## config.mk

```make
export PLATFORM = sky130hd
export DESIGN_NAME = sfp_vec_add_s_seq
export DESIGN_NICKNAME = d
export VERILOG_FILES = /design/src/rtl/sfp_vec_add_s_seq.sv
export SDC_FILE = /design/constraint.sdc
export NUM_CORES = 1
export LEC_CHECK = 0
export BUFFER_PORTS_ARGS = -buffer_cell sky130_fd_sc_hd__buf_4
export CAP_MARGIN = 0
export CORE_UTILIZATION = 49
export DETAILED_ROUTE_END_ITERATION = 6
export PLACE_DENSITY = 0.79
export SLEW_MARGIN = 20
export SYNTH_ARGS = -nofsm -noshare
export SYNTH_HDL_FRONTEND = slang
export SYNTH_SLANG_ARGS = --single-unit
```

## constraint.sdc

```tcl
create_clock -name clk -period 4.74 [get_ports clk]
set_clock_uncertainty 0.15 [all_clocks]
set_input_delay 0.474 -clock clk [delete_from_list [all_inputs] [get_ports clk]]
set_output_delay 0.474 -clock clk [all_outputs]
set_load 0.05 [all_outputs]
```

## src/rtl/sfp_vec_add_s_seq.sv

```systemverilog
// Vector+scalar signed fixed-point adder that time-shares one adder across N lanes.
// Accepts a vector and a scalar, produces one lane per cycle, and returns the vector with a per-lane overflow mask.
module sfp_vec_add_s_seq #(
  parameter int N     = 3,
  parameter int WIDTH = 32,
  parameter int CLIP  = 1
) (
  input  logic                 clk,
  input  logic                 rst,
  input  logic                 in_valid,
  output logic                 in_ready,
  input  logic [N*WIDTH-1:0]   in_a,
  input  logic [WIDTH-1:0]     in_s,
  output logic                 out_valid,
  input  logic                 out_ready,
  output logic [N*WIDTH-1:0]   out_vec,
  output logic [N-1:0]         out_clip_mask,
  output logic                 out_clip,
  output logic                 busy
);

  localparam int IDX_W = (N > 1) ? $clog2(N) : 1;

  localparam logic [1:0] S_IDLE = 2'd0;
  localparam logic [1:0] S_RUN  = 2'd1;
  localparam logic [1:0] S_DONE = 2'd2;

  logic [1:0]              state;
  logic [IDX_W-1:0]        idx;
  logic [N*WIDTH-1:0]      a_p0;
  logic signed [WIDTH-1:0] s_p0;
  logic [N*WIDTH-1:0]      res_p1;
  logic [N-1:0]            mask_p1;

  logic signed [WIDTH-1:0] a_sel;
  logic signed [WIDTH:0]   sum;
  logic                    lane_ovf;
  logic signed [WIDTH-1:0] lane_res;
  logic                    accept;

  // One extra bit holds the true sign of the sum; the top two bits disagree on overflow.
  function automatic logic signed [WIDTH:0] add_ext(input logic signed [WIDTH-1:0] a,
                                                    input logic signed [WIDTH-1:0] b);
    return {a[WIDTH-1], a} + {b[WIDTH-1], b};
  endfunction

  function automatic logic signed [WIDTH-1:0] sat_clip(input logic signed [WIDTH:0] s);
    logic signed [WIDTH-1:0] r;
    r = s[WIDTH-1:0];
    if (s[WIDTH] != s[WIDTH-1]) begin
      r = s[WIDTH] ? {1'b1, {(WIDTH-1){1'b0}}} : {1'b0, {(WIDTH-1){1'b1}}};
    end
    return r;
  endfunction

  assign in_ready      = (state == S_IDLE) && !rst;
  assign accept        = in_valid && in_ready;
  assign out_valid     = (state == S_DONE);
  assign busy          = (state != S_IDLE);
  assign out_vec       = res_p1;
  assign out_clip_mask = mask_p1;
  assign out_clip      = |mask_p1;

  always_comb begin
    a_sel = '0;
    for (int i = 0; i < N; i++) begin
      if (idx == IDX_W'(i)) a_sel = a_p0[i*WIDTH +: WIDTH];
    end
  end

  assign sum      = add_ext(a_sel, s_p0);
  assign lane_ovf = sum[WIDTH] ^ sum[WIDTH-1];
  assign lane_res = (CLIP != 0) ? sat_clip(sum) : sum[WIDTH-1:0];

  // Stage p0: operands captured at accept, untouched until the next accept.
  always_ff @(posedge clk) begin
    if (accept) begin
      a_p0 <= in_a;
      s_p0 <= in_s;
    end
  end

  // Stage p1: lane results and overflow mask, filled one lane per RUN cycle.
  always_ff @(posedge clk) begin
    if (rst) begin
      state   <= S_IDLE;
      idx     <= '0;
      res_p1  <= '0;
      mask_p1 <= '0;
    end else begin
      case (state)
        S_IDLE: begin
          if (accept) begin
            idx     <= '0;
            res_p1  <= '0;
            mask_p1 <= '0;
            state   <= S_RUN;
          end
        end
        S_RUN: begin
          for (int i = 0; i < N; i++) begin
            if (idx == IDX_W'(i)) begin
              res_p1[i*WIDTH +: WIDTH] <= lane_res;
              mask_p1[i]               <= lane_ovf;
            end
          end
          if (idx == IDX_W'(N-1)) begin
            state <= S_DONE;
          end else begin
            idx <= idx + 1'b1;
          end
        end
        S_DONE: begin
          if (out_ready) state <= S_IDLE;
        end
        default: state <= S_IDLE;
      endcase
    end
  end

endmodule

```

Yosys cells after proc, flatten, opt, wreduce, memory -nomap -nowiden
Index checks and enable logic that the tools add are counted.
{ "classes": {"n_addsub": 2, "multipliers": 0, "div": 0, "magnitude_cmp": 0, "eq_ne": 11, "shifts": 0, "n_mux": 22, "bitwise": 1, "reduce_logical": 13} }
{ "ops": {"columns": ["cell", "n"], "rows": [
  ["two-way mux 32 bit", 8],
  ["one-hot mux 96 bit (2 select lines)", 1],
  ["two-way mux 96 bit", 1],
  ["adder 32 x 32 -> 33 bit", 1],
  ["AND reduction 3 bit", 5],
  ["two-way mux 2 bit", 5],
  ["inequality test 2 bit, second input constant", 5],
  ["one-hot mux 2 bit (3 select lines)", 1],
  ["one-hot mux 3 bit (2 select lines)", 1],
  ["== test 2 x 1 -> 1 bit, second input constant", 2],
  ["== test 2 bit, second input constant", 2],
  ["logical NOT 2 bit", 2],
  ["one-hot mux 2 bit (2 select lines)", 1],
  ["nonzero test 2 bit", 2],
  ["two-way mux 1 bit", 3],
  ["two-way mux 3 bit", 1],
  ["OR reduction 3 bit", 1],
  ["adder 2 x 1 -> 2 bit, second input constant", 1],
  ["logical AND 1 bit", 2],
  ["inequality test 2 x 1 -> 1 bit, second input constant", 1],
  ["logical NOT 1 bit", 1],
  ["inequality test 1 bit", 1],
  ["XOR 1 bit", 1]
]} }
{ "word_totals": {"ff_bits": 231, "latchBits": 0, "mem_bits_rw": 0, "rom_bits": 0, "in_bits": 132, "mem_count": 0} }

Logic depth before layout (Yosys ltp)
{ "depth": {"ltp_word": 9, "depth_mapped": 20, "ltp_nobuf": 16} }

Worst setup path after synthesis
OpenSTA, ideal clock, no wires.
{ "synth_path": {"kind": "register -> register", "start": "register state[1]", "end": "register res_p1[44] (netlist: out_vec[44])", "setup_time_ns": 0.069, "arrival_ns": 5.458, "required_time_ns": 4.521, "slack_ns": -0.937, "stages_incl_launch_ff": 9, "path_buffers": 1, "cell_sequence": "dfxtp_1 -> or2_2 -> nor2_1 -> nand2_1 -> inv_1 -> a21oi_1 -> or4b_4 -> buf_6 -> o21ai_1"} }
{ "synth_between": {"elab_chain_cells": 5, "elab_cells_between_ends": 9, "cone_classes": "3 x eq/ne; 1 x mux; 5 x reduce/logical"} }
{ "synth_rtl": {"columns": ["element", "line", "text"], "rows": [
  ["start, declared", "28", "logic [1:0] state;"],
  ["start signal, assigned", "86", "state <= S_IDLE;"],
  ["start signal, assigned", "97", "state <= S_RUN;"],
  ["start signal, assigned", "108", "state <= S_DONE;"],
  ["logical NOT 2 bit", "56", "assign in_ready = (state == S_IDLE) && !rst;"],
  ["logical AND 1 bit", "56", null],
  ["via in_ready", "11", "output logic in_ready,"],
  ["logical AND 1 bit", "57", "assign accept = in_valid && in_ready;"],
  ["via accept", "39", "logic accept;"],
  ["inequality test 2 bit (no source line)", null, null],
  ["AND reduction 3 bit (no source line)", null, null],
  ["end signal, assigned by index", "103", "res_p1[i*WIDTH +: WIDTH] <= lane_res;"],
  ["end, declared", "32", "logic [N*WIDTH-1:0] res_p1;"]
]} }
The timed path passes the listed nets, and every way through them passes these cells.
A chain may end at the register's enable or synchronous reset.

Worst setup path in the final report
{ "layout_path": {"start": "register idx[0]", "end": "register res_p1[66] (netlist: out_vec[66])"} }
{ "layout_between": {"elab_chain_cells": 9, "elab_cells_between_ends": 14, "cone_classes": "1 x add/sub; 4 x eq/ne; 7 x mux; 2 x reduce/logical"} }
{ "layout_rtl": {"columns": ["element", "line", "text"], "rows": [
  ["start, declared", "29", "logic [IDX_W-1:0] idx;"],
  ["start signal, assigned", "110", "idx <= idx + 1'b1;"],
  ["logical NOT 2 bit", "67", "if (idx == IDX_W'(i)) a_sel = a_p0[i*WIDTH +: WIDTH];"],
  ["two-way mux 32 bit (3 in series)", "67", null],
  ["adder 32 x 32 -> 33 bit", "44", "return {a[WIDTH-1], a} + {b[WIDTH-1], b};"],
  ["two-way mux 32 bit / inequality test 1 bit (equally long branches)", "51, 50", null],
  ["two-way mux 32 bit", "50", "if (s[WIDTH] != s[WIDTH-1]) begin"],
  ["two-way mux 32 bit", "102", "if (idx == IDX_W'(i)) begin"],
  ["one-hot mux 96 bit (2 select lines)", "91", "case (state)"]
]} }
Several ways; a longest one is shown, not always the timed one. The select of a mux whose other input is x is not followed.

==> results.ini <==
[status]
status=finished clean

[die]
die_x_um=148
chipHeight_um=148
core_mm2=0.0205
io_pins=235
initial_core_util=0.506
fp.dieArea_mm2=0.0218
rows=52

[cts]
numCtsBuffers=24
cts_sinks=231
h-tree-depth=1
tritoncts=yes
clk_latency_ns=0.52
clk_pin_slew_ns=0.06
cts_root_buffer=clkbuf_16
cts_setup_buffers=0
ctsLongestPathBuffers=3

[critical_path]
arrival_ns=4.77
required_ns=5.02
r2r_slack_ns=0.25
critPathSlowestCell=or4b_4
worst-path-max-fanout=30
crit_path_frequent_cell=ha_1
setup.worst_path.end_class=flop
cpPeakStageDelay_ns=0.69
path_cells=inv_1 > ha_1 > nor2b_1 > buf_4 > a22oi_1 > o21ai_0 > ha_1 > a211oi_1 > o211ai_1 > a41oi_1 > o21bai_2 > a31o_4 > nand4_4 > or4b_4 > o21ai_1
timing.rr.end=out_vec[66]
worstReg2RegStart=idx[0]
worst_setup_path_start_kind=flop
worstSetupPathType=reg -> reg
r2r_cells=15

[detailed_routing]
vias=8719
via_per_inst=5.42
antenna_left=0
drc=0
firstDrtPassIters=5
drt_iter0_markers=651
wl_per_cell_um=18.9
wirelength_um=30400

[logic_synthesis]
synthMuxAreaShare=0.000964
synth_top_area_cell=edfxtp_1
synth_most_common_cell=nand2_1
synth_warnings=0
synth_cells=972
synth_edf_count=128
ys_seq_elements=231
synth_adder_area_share=0.0441
synth_compound_area_frac=0.172
ys_async_sr_fraction=0
synth_top_family_by_area=compound AO/OA/AOI/OAI gates
syn_area_mm2=0.0104
ys_top_cells_by_area=edfxtp_1 (37%), dfxtp_1 (20%), nand2_1 (6.5%), o21ai_1 (4.2%), ha_1 (4.2%)
synth_common_cells=nand2_1 (181), edfxtp_1 (128), dfxtp_1 (103)
synth.net_count=1140
yosysSeqAreaShare=0.569
yosys.area.top_type_share=0.370
synthSimpleGateAreaFrac=0.150
synth_cell_types=76
synthXorXnorAreaFrac=0.0219
synth_area_per_cell_um2=10.7
synth_ff_type=edfxtp_1

[min_path]
worstHoldPathCells=1
whs_endpoint=s_p0[18]
hold_path.class=in -> reg
hold_start=in_s[18]

[finish]
area_growth_pct=37.7
final_core_util=0.698
layout-drive-gt1-share=0.265
finalNetCount=1488
final_cells=1609
design_area_mm2=0.0143
fillCellCount=1432

[power_and_ir_drop]
ir_drop_mv=0.299
leakage_nw=5.88
pwr_density_cell_mw_per_mm2=397
power_mw=5.68

[place]
routabilityCongestion=0.865
placed_cell_area_mm2=0.0122
pre_cts_ws_ns=0.295
numPortBuffers=234
hpwl_um=19700
dpl.cell_count=1437

[grt]
grt_max_degree=69
antenna_found_initial=1
overflow=0
grt_pass1_vias=8618
grt.total_usage=0.279
grt_pass1_wl_um=46800

[timing]
clock.fmax_mhz=223
maxSlewHeadroom=0.450
fin_crit_ns=4.49
worst_hold_slack_ns=0.0161
period_share=0.946
setup_slack_ns=0.254
rsz0062_at_grt=no
final_hold_viol_count=0
slew_violations=0
fin_tns_setup_ns=0
tightest_slew_ns=0.825
setup_violations=0

[run]
drv_cap=0

-- worst max-delay path: cells and delay by family (launching register included) --
kind                       cells  cell delay (ns)
DFF                            1             0.35
buffers and inverters          2             0.29
adders and majority gates      2             0.47
and+or+nand+nor                3             1.11
AOI/OAI and AO/OA              8             2.03
-- final cells by class --
class / instances / area, um^2 / area share
Sequential cell: 231 / 5910 / 0.413
Multi-Input combinational cell: 673 / 4060 / 0.284
Timing Repair Buffer: 379 / 3180 / 0.222
Clock buffer: 27 / 633 / 0.0443
Tap cell: 270 / 338 / 0.0236
Clock inverter: 17 / 141 / 0.00989
Inverter: 11 / 45.0 / 0.00315
Antenna cell: 1 / 2.50 / 0.000175
-- layout by cell type, fill, tap and decap left out, types with 3 or more instances in the layout --
master and instances:
and3_1 4, nand2b_1 7, or4b_4 4, buf_4 251, a21oi_1 68, o211ai_1 6, nand2_1 181, o21bai_1 6
nor3_2 26, clkbuf_16 25, a22oi_1 6, ha_1 33, xor2_1 8, nor2_1 47, clkinv_2 10, a22o_1 3
nand4_1 3, a211oi_1 5, inv_1 10, a31o_2 3, a21o_1 20, xnor2_1 18, nor2_2 4, nor3_1 5
o21ai_1 88, nand3_1 7, o21ai_0 52, a31oi_1 7, o21a_1 5, dfxtp_1 103, dlygate4sd3_1 127, nor2b_1 3
edfxtp_1 128
-- registers in the layout, indices dropped and copies added, names as in the netlist --
| register | flops |
|---|---|
| out_vec | 96 |
| idx | 2 |
| state | 2 |
| out_clip_mask | 3 |
| a_p0 | 96 |
| s_p0 | 32 |
-- how the worst max path moves through the flow --
| stage | start | endpoint | cells past startpoint |
|---|---|---|---|
| finish | idx[0] | out_vec[66] | 15 |
| global route | idx[0] | out_vec[34] | 15 |
| CTS | idx[0] | out_vec[69] | 17 |
| detailed placement | idx[0] | out_vec[69] | 17 |
| global placement | idx[0] | out_vec[60] | 16 |
| floorplan | state[1] | out_vec[44] | 8 |
-- timing repair --
item | CTS | global route
endpoints found under the hold margin | 127 | 0
resized for setup | 0 | 1
endpoints found under the setup margin | 0 | 29
hold buffers | 127 | 0
-- power breakdown --
| part | internal, mW | switching [mW] |
|---|---|---|
| Combinational | 0.573 | 0.970 |
| Sequential | 2.22 | 0.0485 |
| Clock | 1.07 | 0.792 |
| Total | 3.87 | 1.81 |
-- logic make-up (layout without fill, tap and decap cells) --
kind of cell | after synthesis | in the layout
AOI/OAI and AO/OA | 295 | 295
and+or+nand+nor | 315 | 315
adders and majority gates | 36 | 36
DFF | 231 | 231
buffers and inverters | 68 | 434
other | 0 | 1
xor gates and xnor gates | 26 | 26
muxes | 1 | 1
-- routing by layer --
metal  wire (um)  GRT usage  part of all wire  up-vias
met5           0          0                 0        -
met2       14900      0.482              0.49      400
li1            -          -                 -     4212
met4         659     0.0814             0.022        0
met1       12700      0.357              0.42     4060
met3        2170     0.0497             0.071       47
(Power assumes the default switching activity.)
